## config.mk

```make
export PLATFORM = sky130hd
export DESIGN_NAME = uart_hex_sender
export DESIGN_NICKNAME = d
export VERILOG_FILES = /design/src/rtl/uart_hex_sender.sv
export SDC_FILE = /design/constraint.sdc
export NUM_CORES = 1
export LEC_CHECK = 0
export ABC_CLOCK_PERIOD_IN_PS = 2100
export CAP_MARGIN = 20
export CORE_MARGIN = 4
export CORE_UTILIZATION = 50
export CTS_CLUSTER_SIZE = 30
export DETAILED_ROUTE_END_ITERATION = 12
export PLACE_DENSITY = 0.79
export SLEW_MARGIN = 5
export SYNTH_ARGS = -nofsm -noshare
export SYNTH_HDL_FRONTEND = slang
export SYNTH_SLANG_ARGS = --single-unit
```

## constraint.sdc

```tcl
create_clock -name clk -period 2.1 [get_ports clk]
set_input_delay 0.21 -clock clk [delete_from_list [all_inputs] [get_ports clk]]
set_output_delay 0.21 -clock clk [all_outputs]
set_load 0.02 [all_outputs]
```

## src/rtl/uart_hex_sender.sv

```systemverilog
// uart_hex_sender: sends a captured 64-bit dump as ASCII hex plus CR LF over valid/ready; define MON_HEX_SEP_EN to add a space between the two words
module uart_hex_sender #(
  parameter bit UPPER_HEX = 1'b1
) (
  input  logic        clk,
  input  logic        rst_n,
  input  logic        rdata_snd_start,
  input  logic [63:0] rdata_snd,
  input  logic        snd_abort,
  output logic [7:0]  tx_data,
  output logic        tx_valid,
  input  logic        tx_ready,
  output logic        flushing_wq,
  output logic        snd_busy
);
`ifdef MON_HEX_SEP_EN
  localparam logic [4:0] LAST = 5'd18;
`else
  localparam logic [4:0] LAST = 5'd17;
`endif
  typedef enum logic [1:0] {S_IDLE, S_SEND, S_DONE} state_t;
  state_t      state;
  logic [63:0] sr, sr_nx;
  logic [4:0]  cnt, cnt_nx;
  logic        abort_q, accept;
  function automatic logic is_hex(input logic [4:0] i);
`ifdef MON_HEX_SEP_EN
    return i < 5'd17 && i != 5'd8;
`else
    return i < 5'd16;
`endif
  endfunction
  function automatic logic [7:0] hex_char(input logic [3:0] n);
    return n < 4'd10 ? 8'h30 + 8'(n) : (UPPER_HEX ? 8'h37 : 8'h57) + 8'(n);
  endfunction
  function automatic logic [7:0] char_at(input logic [4:0] i, input logic [3:0] n);
    return is_hex(i) ? hex_char(n) : i == LAST ? 8'h0a : i == LAST - 5'd1 ? 8'h0d : 8'h20;
  endfunction
  assign accept = tx_valid & tx_ready;
  assign cnt_nx = cnt + 5'd1;
  assign sr_nx  = is_hex(cnt) ? {sr[59:0], 4'h0} : sr;
  always_ff @(posedge clk or negedge rst_n) begin
    if (!rst_n) begin
      state       <= S_IDLE;
      sr          <= '0;
      cnt         <= '0;
      abort_q     <= 1'b0;
      tx_data     <= 8'h00;
      tx_valid    <= 1'b0;
      flushing_wq <= 1'b0;
      snd_busy    <= 1'b0;
    end else begin
      case (state)
        S_IDLE: begin
          abort_q <= 1'b0;
          if (rdata_snd_start) begin
            state    <= S_SEND;
            sr       <= rdata_snd;
            cnt      <= '0;
            tx_data  <= hex_char(rdata_snd[63:60]);
            tx_valid <= 1'b1;
            snd_busy <= 1'b1;
          end
        end
        S_SEND: begin
          if (accept) begin
            if (abort_q || snd_abort) begin
              state    <= S_IDLE;
              tx_valid <= 1'b0;
              tx_data  <= 8'h00;
              snd_busy <= 1'b0;
              abort_q  <= 1'b0;
            end else if (cnt == LAST) begin
              state       <= S_DONE;
              tx_valid    <= 1'b0;
              tx_data     <= 8'h00;
              flushing_wq <= 1'b1;
            end else begin
              sr      <= sr_nx;
              cnt     <= cnt_nx;
              tx_data <= char_at(cnt_nx, sr_nx[63:60]);
            end
          end else if (snd_abort) begin
            abort_q <= 1'b1;
          end
        end
        S_DONE: begin
          state       <= S_IDLE;
          flushing_wq <= 1'b0;
          snd_busy    <= 1'b0;
        end
        default: state <= S_IDLE;
      endcase
    end
  end
endmodule

```

==> flow_metrics.py, run 1 <==
metrics = {
    "clock_network": {
        "clock_sinks": 82,
        "ctsRootBufferMaster": "clkbuf_8",
        "clkLatencyLatePin_ns": 0.35,
        "h-tree-depth": 3,
        "cts_tree": "done",
        "cts-buffers-inserted": 9,
        "cts_buffer_depth": 2,
        "clkTransAtPathRegs_ns": 0.08,
    },
    "setup_path": {
        "cp_common_cell": "buf_12",
        "path_buf_inv": 4,
        "max_stage_delay_ns": 0.41,
        "slowest_stage": "dfrtp_1",
        "worstSetupPathType": "flip-flop to flip-flop",
        "critPathMaxFanout": 21,
        "cp_top_family": "buffers and inverters",
        "cp.required_ns": 2.34,
        "crit_path_cell_trace": "inv_1, ha_1, buf_4, nor2b_2, o21a_4, buf_12, buf_12, a31o_2",
        "worstSetupStartpointType": "flip-flop",
        "cp-end-kind": "flip-flop",
        "arrival_ns": 2.23,
    },
    "yosys": {
        "synthXorXnorAreaFrac": 0.00779,
        "yosysWarnings": 0,
        "synthAdderAreaFrac": 0.0278,
        "synthDistinctLibCells": 52,
        "synth_fp_nets": 536,
        "avgSynthCellArea_um2": 9.84,
        "ys_ff_latch": 82,
        "yosys.area_share.simple": 0.130,
        "async_flop_share": 1.00,
        "ys_seq_area_frac": 0.456,
        "synth_compound_area_frac": 0.301,
        "ys_dominant_reg_cell": "dfrtp_1",
        "syn_area_um2": 4500,
        "synthCells": 457,
        "synthMuxAreaShare": 0.0111,
        "synth_top_family_by_area": "compound AO/OA/AOI/OAI gates",
        "synth-edff-count": 0,
    },
    "route": {
        "postRouteAntennaNets": 0,
        "drt-initial-drc-count": 192,
        "drt_pass1_iterations": 4,
        "avgViaCountPerCell": 5.62,
        "routed_wl_mm": 10.3,
        "wire_per_inst_um": 15.8,
        "route.detailed.drc": 0,
        "vias": 3658,
    },
    "sta": {
        "fmax_mhz": 503,
        "post-route-min-period_ns": 1.99,
        "finalWorstSetupSlack_ns": 0.110,
        "fin_skew_ns": 0.00958,
        "post-route-period-util": 0.948,
        "drv_slew": 0,
        "fin_tns_setup_ns": 0,
        "hold_viol": 0,
        "setup_viol": 0,
    },
    "power": {
        "p_leak_uw": 0.00232,
        "finalPower_uw": 9000,
        "max-vdd-ir-drop_mv": 0.741,
        "p_per_area_nw_per_um2": 1570,
    },
    "cells_and_area": {
        "n_fill_cell": 678,
        "nNetsFinal": 617,
        "layout_common_cells": "dfrtp_1, clkdlybuf4s50_1, nor2_1",
        "area_growth_pct": 27.4,
        "drive_gt1_frac": 0.214,
        "fin_area_um2": 5730,
        "layout_commonest_cell": "dfrtp_1",
        "diodes": 0,
    },
    "placed_design": {
        "pre_cts_slack_ns": 0.0283,
        "placed_area_um2": 5420,
        "portBuffers": 78,
        "gp_congestion": 0.823,
        "hpwl_mm": 7.09,
    },
    "run_status": {
        "outcome": "complete, no violations",
    },
    "floorplan": {
        "core_um2": 8720,
        "io_pins": 80,
        "die_y_um": 103,
        "start_util": 0.516,
        "die_x_um": 103,
        "num_rows": 34,
        "die_area_um2": 10600,
    },
    "global_route": {
        "grt.overflow.total": 0,
        "grt.total_usage": 0.202,
        "grt_start_max_net_pins": 54,
        "grt_pass1_vias": 3585,
        "antenna_found_initial": 0,
        "grt_pass1_wl_mm": 16.7,
    },
    "job": {
        "cap_violations": 0,
    },
    "min_path": {
        "hp-class": "primary input to asynchronous set/reset pin",
    },
}
state kept, by name, indices dropped and copies added, names as in the netlist:
register / flops
tx_valid: 1
tx_data: 7
abort_q: 1
state: 2
cnt: 5
flushing_wq: 1
snd_busy: 1
sr: 64
cell type report:
cell class,instances,area [µm²],share of cell area
clock inverters,6,113,0.0197
repair buffers,105,1070,0.187
flip-flops and latches,82,2050,0.358
clock buffers,10,138,0.0240
inverters,11,41.3,0.00721
multi-input cells,329,2180,0.380
well taps,108,135,0.0236
metal layers:
metal,wire length (µm),vias up,global-route usage
li1,-,1815,-
met1,4530,1733,0.263
met2,5120,91,0.339
met3,458,19,0.0392
met4,195,0,0.0717
met5,0,-,0
timing repair:
item                                    in CTS  in global routing
endpoints found under the hold margin       34                  0
buffers inserted                             0                  4
cloned                                       0                  0
pin swaps                                    0                  2
resized for setup                            1                  5
hold buffers                                 1                  0
endpoints found under the setup margin       1                 59
path summary, 6_finish.rpt:
path / startpoint / to / slack [ns] / cells after the start
setup / recovery: state[1]$_DFFE_PN0P_ / sr[2]$_DFFE_PN0P_ / 0.11 / 8
hold / removal: rst_n / sr[12]$_DFFE_PN0P_ / 0.37 / 2
setup reg to reg: state[1]$_DFFE_PN0P_ / sr[2]$_DFFE_PN0P_ / 0.11 / 8
hold reg to reg: tx_data[6]$_DFFE_PN0P_ / tx_data[6]$_DFFE_PN0P_ / 0.49 / 2
max in group asynchronous: rst_n / cnt[1]$_DFFE_PN0P_ / 1.10 / 3
min in group clk: rdata_snd[1] / sr[1]$_DFFE_PN0P_ / 0.48 / 2
cell usage after synthesis (all sizes together) (3+ instances only):
cell type	instances	area, µm²
a21oi	75	582
a22oi	56	420
a31o	5	43.8
a31oi	3	18.8
buf	23	206
clkbuf	12	46.3
dfrtp	82	2050
ha	10	125
inv	11	41.3
mux2i	5	50.1
nand2	31	116
nand3	4	20.0
nor2	71	288
nor2b	7	43.8
nor3	3	15.0
o21ai	20	104
o31ai	4	30.0
cell families after synthesis:
logic type,Yosys count
and+or+nand+nor,128
xor gates and xnor gates,4
AOI/OAI and AO/OA,181
buffers and inverters,46
DFF,82
adders and majority gates,10
other,1
muxes,5
where the power goes:
| group | switching [µW] | internal [µW] |
|---|---|---|
| registers | 492 | 2370 |
| clock network | 585 | 827 |
| logic | 2660 | 2070 |
| total | 3730 | 5260 |
stage by stage:
step                hold WS (ns)  cells  utilization
floorplan                -0.0856    457            -
global placement           0.186    630        0.622
detailed placement         0.197    630        0.622
CTS                        0.383    647        0.652
global route               0.415    651        0.657
finish                     0.369    651        0.657
Note: power is estimated with default switching activity, not from simulation.
==> run 2: changes to the inputs <==
--- a/config.mk
+++ b/config.mk
@@ -12,6 +12,7 @@
 export CTS_CLUSTER_SIZE = 30
 export DETAILED_ROUTE_END_ITERATION = 12
 export PLACE_DENSITY = 0.79
+export SKIP_LAST_GASP = 1
 export SLEW_MARGIN = 5
 export SYNTH_ARGS = -nofsm -noshare
 export SYNTH_HDL_FRONTEND = slang
==> flow_metrics.py, run 2 (synthesis results as in run 1) <==
metrics = {
    "setup_path": {
        "reg2reg_from": "cnt[1]$_DFFE_PN0P_",
        "cp_top_family": "compound AO/OA/AOI/OAI gates",
        "ff2ff_path_depth": 7,
        "critPathMaxFanout": 9,
        "cp_common_cell": "a21oi_1",
        "max_stage_delay_ns": 0.52,
        "path_buf_inv": 1,
        "worstSetupPathType": "flip-flop to flip-flop",
        "slowest_stage": "or4b_1",
        "reg2reg_slack_ns": 0.1,
        "crit_path_cell_trace": "inv_1, ha_1, or4b_1, a21oi_1, o311ai_1, a21oi_1, a211o_1",
        "arrival_ns": 2.30,
        "critPathLaunch": "cnt[1]$_DFFE_PN0P_",
        "reg2reg_to": "tx_data[0]$_DFFE_PN0P_",
        "worst-path-stages": 7,
        "worstSetupStartpointType": "flip-flop",
        "cp.required_ns": 2.40,
        "cp-end-kind": "flip-flop",
        "endpoint": "tx_data[0]$_DFFE_PN0P_",
    },
    "sta": {
        "fmax_mhz": 499,
        "post-route-min-period_ns": 2.00,
        "hold_viol": 0,
        "drv_slew": 0,
        "fin_skew_ns": 0.00958,
        "rsz0062_at_grt": "yes",
        "setup_viol": 0,
        "finalWorstSetupSlack_ns": 0.0963,
        "post-route-period-util": 0.954,
        "fin_tns_setup_ns": 0,
        "hold_slack_ns": 0.369,
    },
    "floorplan": {
        "die_y_um": 103,
        "die_area_um2": 10600,
        "start_util": 0.516,
        "io_pins": 80,
        "num_rows": 34,
        "die_x_um": 103,
        "core_um2": 8720,
    },
    "placed_design": {
        "gp_congestion": 0.823,
        "portBuffers": 78,
        "pre_cts_slack_ns": 0.0283,
        "hpwl_mm": 7.09,
        "dp_cells": 630,
    },
    "run_status": {
        "outcome": "complete, no violations",
    },
    "power": {
        "p_leak_uw": 0.00232,
        "max-vdd-ir-drop_mv": 0.741,
        "p_per_area_nw_per_um2": 1570,
    },
    "clock_network": {
        "clkLatencyLatePin_ns": 0.35,
        "cts-buffers-inserted": 9,
        "clock_sinks": 82,
        "cts_tree": "done",
        "ctsRootBufferMaster": "clkbuf_8",
        "clkTransAtPathRegs_ns": 0.09,
        "cts_buffer_depth": 2,
        "h-tree-depth": 3,
    },
    "cells_and_area": {
        "top_regs": "sr (64), tx_data (7), cnt (5)",
        "area_growth_pct": 27.4,
        "layout_commonest_cell": "dfrtp_1",
        "drive_gt1_frac": 0.212,
        "max_flop_register": "sr",
        "fin_cells": 651,
        "diodes": 0,
        "postLayoutCoreUtil": 0.657,
        "largest_register_ffs": 64,
        "layout_common_cells": "dfrtp_1, clkdlybuf4s50_1, nor2_1",
        "nNetsFinal": 617,
    },
    "route": {
        "drt_pass1_iterations": 4,
        "wire_per_inst_um": 15.8,
        "postRouteAntennaNets": 0,
        "avgViaCountPerCell": 5.62,
        "route.detailed.drc": 0,
        "drt-initial-drc-count": 192,
        "routed_wl_mm": 10.3,
        "vias": 3658,
    },
    "global_route": {
        "grt.total_usage": 0.202,
        "antenna_found_initial": 0,
        "grt_start_max_net_pins": 54,
        "grt_pass1_wl_mm": 16.7,
        "grt.overflow.total": 0,
        "grt_pass1_vias": 3585,
    },
    "min_path": {
        "hp-class": "primary input to asynchronous set/reset pin",
    },
    "job": {
        "cap_violations": 0,
    },
}
run 2: repair_timing:
item                       CTS  global route
hold endpoints to repair    34             0
buffers inserted             0             4
setup endpoints to repair    1            59
gates resized for setup      1             4
pin swaps                    0             2
hold buffers                 1             0
run 2: worst register-to-register path, stage by stage, from the launching register on:
cell and delay (ns):
dfrtp_1 0.50, inv_1 0.10, ha_1 0.23, or4b_1 0.52
a21oi_1 0.18, o311ai_1 0.13, a21oi_1 0.18, a211o_1 0.12
run 2: per-stage QoR:
stage	power, µW	instance area (µm²)
floorplan	6330	4500
CTS	8970	5690
finish	8990	5730
detailed placement	7500	5420
global route	9710	5730
global placement	7310	5420
run 2: per-layer routing:
metal,track usage,part of all wire,up-vias
met1,0.263,0.44,1733
met2,0.339,0.50,91
met5,0,0,-
met3,0.0392,0.044,19
met4,0.0717,0.019,0
li1,-,-,1815
run 2: cell type report:
cell class	instances	area, µm²
inverter	11	41.3
clock buffer	10	138
sequential	82	2050
fill	679	2990
tap	108	135
clock inverter	6	113
timing repair buffer	105	1070
multi-input combinational	329	2180
run 2: how the worst min path moves through the flow:
stage                           to  startpoint
6_report        sr[12]$_DFFE_PN0P_       rst_n
5_1_grt         sr[13]$_DFFE_PN0P_       rst_n
4_1_cts          sr[8]$_DFFE_PN0P_       rst_n
3_5_place_dp     sr[8]$_DFFE_PN0P_       rst_n
3_3_place_gp     sr[8]$_DFFE_PN0P_       rst_n
2_1_floorplan  abort_q$_DFFE_PN0P_       rst_n
run 2: where the power goes:
part / switching, µW / internal (µW)
sequential: 492 / 2370
clock: 585 / 827
combinational: 2660 / 2070
==> run 3: changes to the inputs <==
--- a/config.mk
+++ b/config.mk
@@ -11,7 +11,9 @@
 export CORE_UTILIZATION = 50
 export CTS_CLUSTER_SIZE = 30
 export DETAILED_ROUTE_END_ITERATION = 12
+export MAX_ROUTING_LAYER = met4
 export PLACE_DENSITY = 0.79
+export REMOVE_ABC_BUFFERS = 1
 export SKIP_LAST_GASP = 1
 export SLEW_MARGIN = 5
 export SYNTH_ARGS = -nofsm -noshare
==> flow_metrics.py, run 3 (synthesis results as in run 1) <==
metrics = {
    "setup_path": {
        "reg2reg_slack_ns": 0.08,
        "worstSetupPathType": "flip-flop to flip-flop",
        "cp.required_ns": 2.34,
        "reg2reg_from": "state[0]$_DFFE_PN0P_",
        "critPathMaxFanout": 13,
        "max_stage_delay_ns": 0.41,
        "worstSetupStartpointType": "flip-flop",
        "ff2ff_path_depth": 8,
        "path_buf_inv": 3,
        "cp_top_family": "compound AO/OA/AOI/OAI gates",
        "slowest_stage": "dfrtp_1",
        "reg2reg_to": "sr[3]$_DFFE_PN0P_",
        "crit_path_cell_trace": "inv_1, ha_1, nor2b_1, a21oi_4, o21a_4, buf_12, buf_4, a31o_2",
        "arrival_ns": 2.26,
        "cp-end-kind": "flip-flop",
    },
    "global_route": {
        "grt_pass1_wl_mm": 16.8,
        "antenna_found_initial": 0,
        "grtUsageMet2": 0.332,
        "grt_start_max_net_pins": 60,
        "top_usage_layer": "met2",
        "grt.overflow.total": 0,
        "grt.total_usage": 0.205,
        "grt_pass1_vias": 3657,
        "grtUsageMet3": 0.0521,
        "use_met1": 0.264,
    },
    "sta": {
        "fmax_mhz": 495,
        "rsz0062_at_grt": "yes",
        "setup_viol": 0,
        "finalWorstSetupSlack_ns": 0.0801,
        "post-route-period-util": 0.962,
        "fin_skew_ns": 0.00880,
        "hold_viol": 0,
        "post-route-min-period_ns": 2.02,
        "hold_slack_ns": 0.350,
        "drv_slew": 0,
        "fin_tns_setup_ns": 0,
    },
    "power": {
        "p_leak_uw": 0.00236,
        "finalPower_uw": 9030,
        "max-vdd-ir-drop_mv": 0.804,
        "p_per_area_nw_per_um2": 1550,
    },
    "cells_and_area": {
        "drive_gt1_frac": 0.223,
        "nNetsFinal": 626,
        "n_fill_cell": 688,
        "top_regs": "sr (64), tx_data (7), cnt (5)",
        "layout_common_cells": "dfrtp_1, clkdlybuf4s50_1, nor2_1",
        "layout_commonest_cell": "dfrtp_1",
        "diodes": 0,
        "largest_register_ffs": 64,
        "area_growth_pct": 29.4,
        "fin_area_um2": 5820,
        "max_flop_register": "sr",
    },
    "route": {
        "vias": 3734,
        "drt_pass1_iterations": 4,
        "drt-initial-drc-count": 161,
        "routed_wl_mm": 10.0,
        "wire_per_inst_um": 15.2,
        "avgViaCountPerCell": 5.67,
        "postRouteAntennaNets": 0,
        "route.detailed.drc": 0,
    },
    "run_status": {
        "outcome": "complete, no violations",
    },
    "clock_network": {
        "cts_tree": "done",
        "clkTransAtPathRegs_ns": 0.09,
        "cts_buffer_depth": 2,
        "ctsRootBufferMaster": "clkbuf_8",
        "clkLatencyLatePin_ns": 0.35,
        "h-tree-depth": 3,
        "clock_sinks": 82,
        "cts-buffers-inserted": 9,
    },
    "placed_design": {
        "hpwl_mm": 7.11,
        "portBuffers": 78,
        "placed_area_um2": 5520,
        "pre_cts_slack_ns": 0.0184,
        "gp_congestion": 0.928,
    },
    "floorplan": {
        "num_rows": 34,
        "die_y_um": 103,
        "io_pins": 80,
        "start_util": 0.516,
        "die_area_um2": 10600,
        "die_x_um": 103,
        "core_um2": 8720,
    },
    "min_path": {
        "hp-class": "primary input to asynchronous set/reset pin",
    },
    "job": {
        "cap_violations": 0,
    },
}
run 3: final cells by class:
type,instances,area [µm²],area share
sequential,82,2050,0.353
clock buffer,11,141,0.0243
clock inverter,4,76.3,0.0131
tap,108,135,0.0232
timing repair buffer,114,1180,0.204
multi-input combinational,329,2180,0.376
inverter,11,41.3,0.00710
run 3: worst max-delay path by stage:
| stage | start | depth (start not counted) | endpoint |
|---|---|---|---|
| 2_1_floorplan | state[1]$_DFFE_PN0P_ | 7 | sr[0]$_DFFE_PN0P_ |
| 3_3_place_gp | snd_abort | 8 | sr[11]$_DFFE_PN0P_ |
| 3_5_place_dp | state[1]$_DFFE_PN0P_ | 9 | sr[15]$_DFFE_PN0P_ |
| 4_1_cts | state[1]$_DFFE_PN0P_ | 9 | sr[15]$_DFFE_PN0P_ |
| 5_1_grt | state[1]$_DFFE_PN0P_ | 9 | sr[11]$_DFFE_PN0P_ |
| 6_report | state[0]$_DFFE_PN0P_ | 8 | sr[3]$_DFFE_PN0P_ |
run 3: where the power goes:
part	switching [µW]	internal, µW	leakage, µW
Combinational	2670	2250	0.00131
Clock	572	699	0.000106
Sequential	474	2370	0.000947
Total	3720	5310	0.00236
run 3: routing by layer:
layer  vias up  wire length [µm]
met3         9               592
li1       1825                 -
met2       100              4950
met4         0                81
met5         -                 0
met1      1800              4410
run 3: timing repair:
action                                 in CTS  in global routing
hold buffers                                1                  0
endpoints found under the hold margin      33                  0
setup endpoints to repair                   0                 54
setup buffers                               0                  1
gates resized for setup                     0                  8
run 3: through the flow:
| step | utilization | instances |
|---|---|---|
| 6_report | 0.667 | 659 |
| 5_1_grt | 0.667 | 659 |
| 4_1_cts | 0.659 | 657 |
| 3_5_place_dp | 0.633 | 641 |
| 3_3_place_gp | 0.633 | 641 |
| 2_1_floorplan | - | 422 |
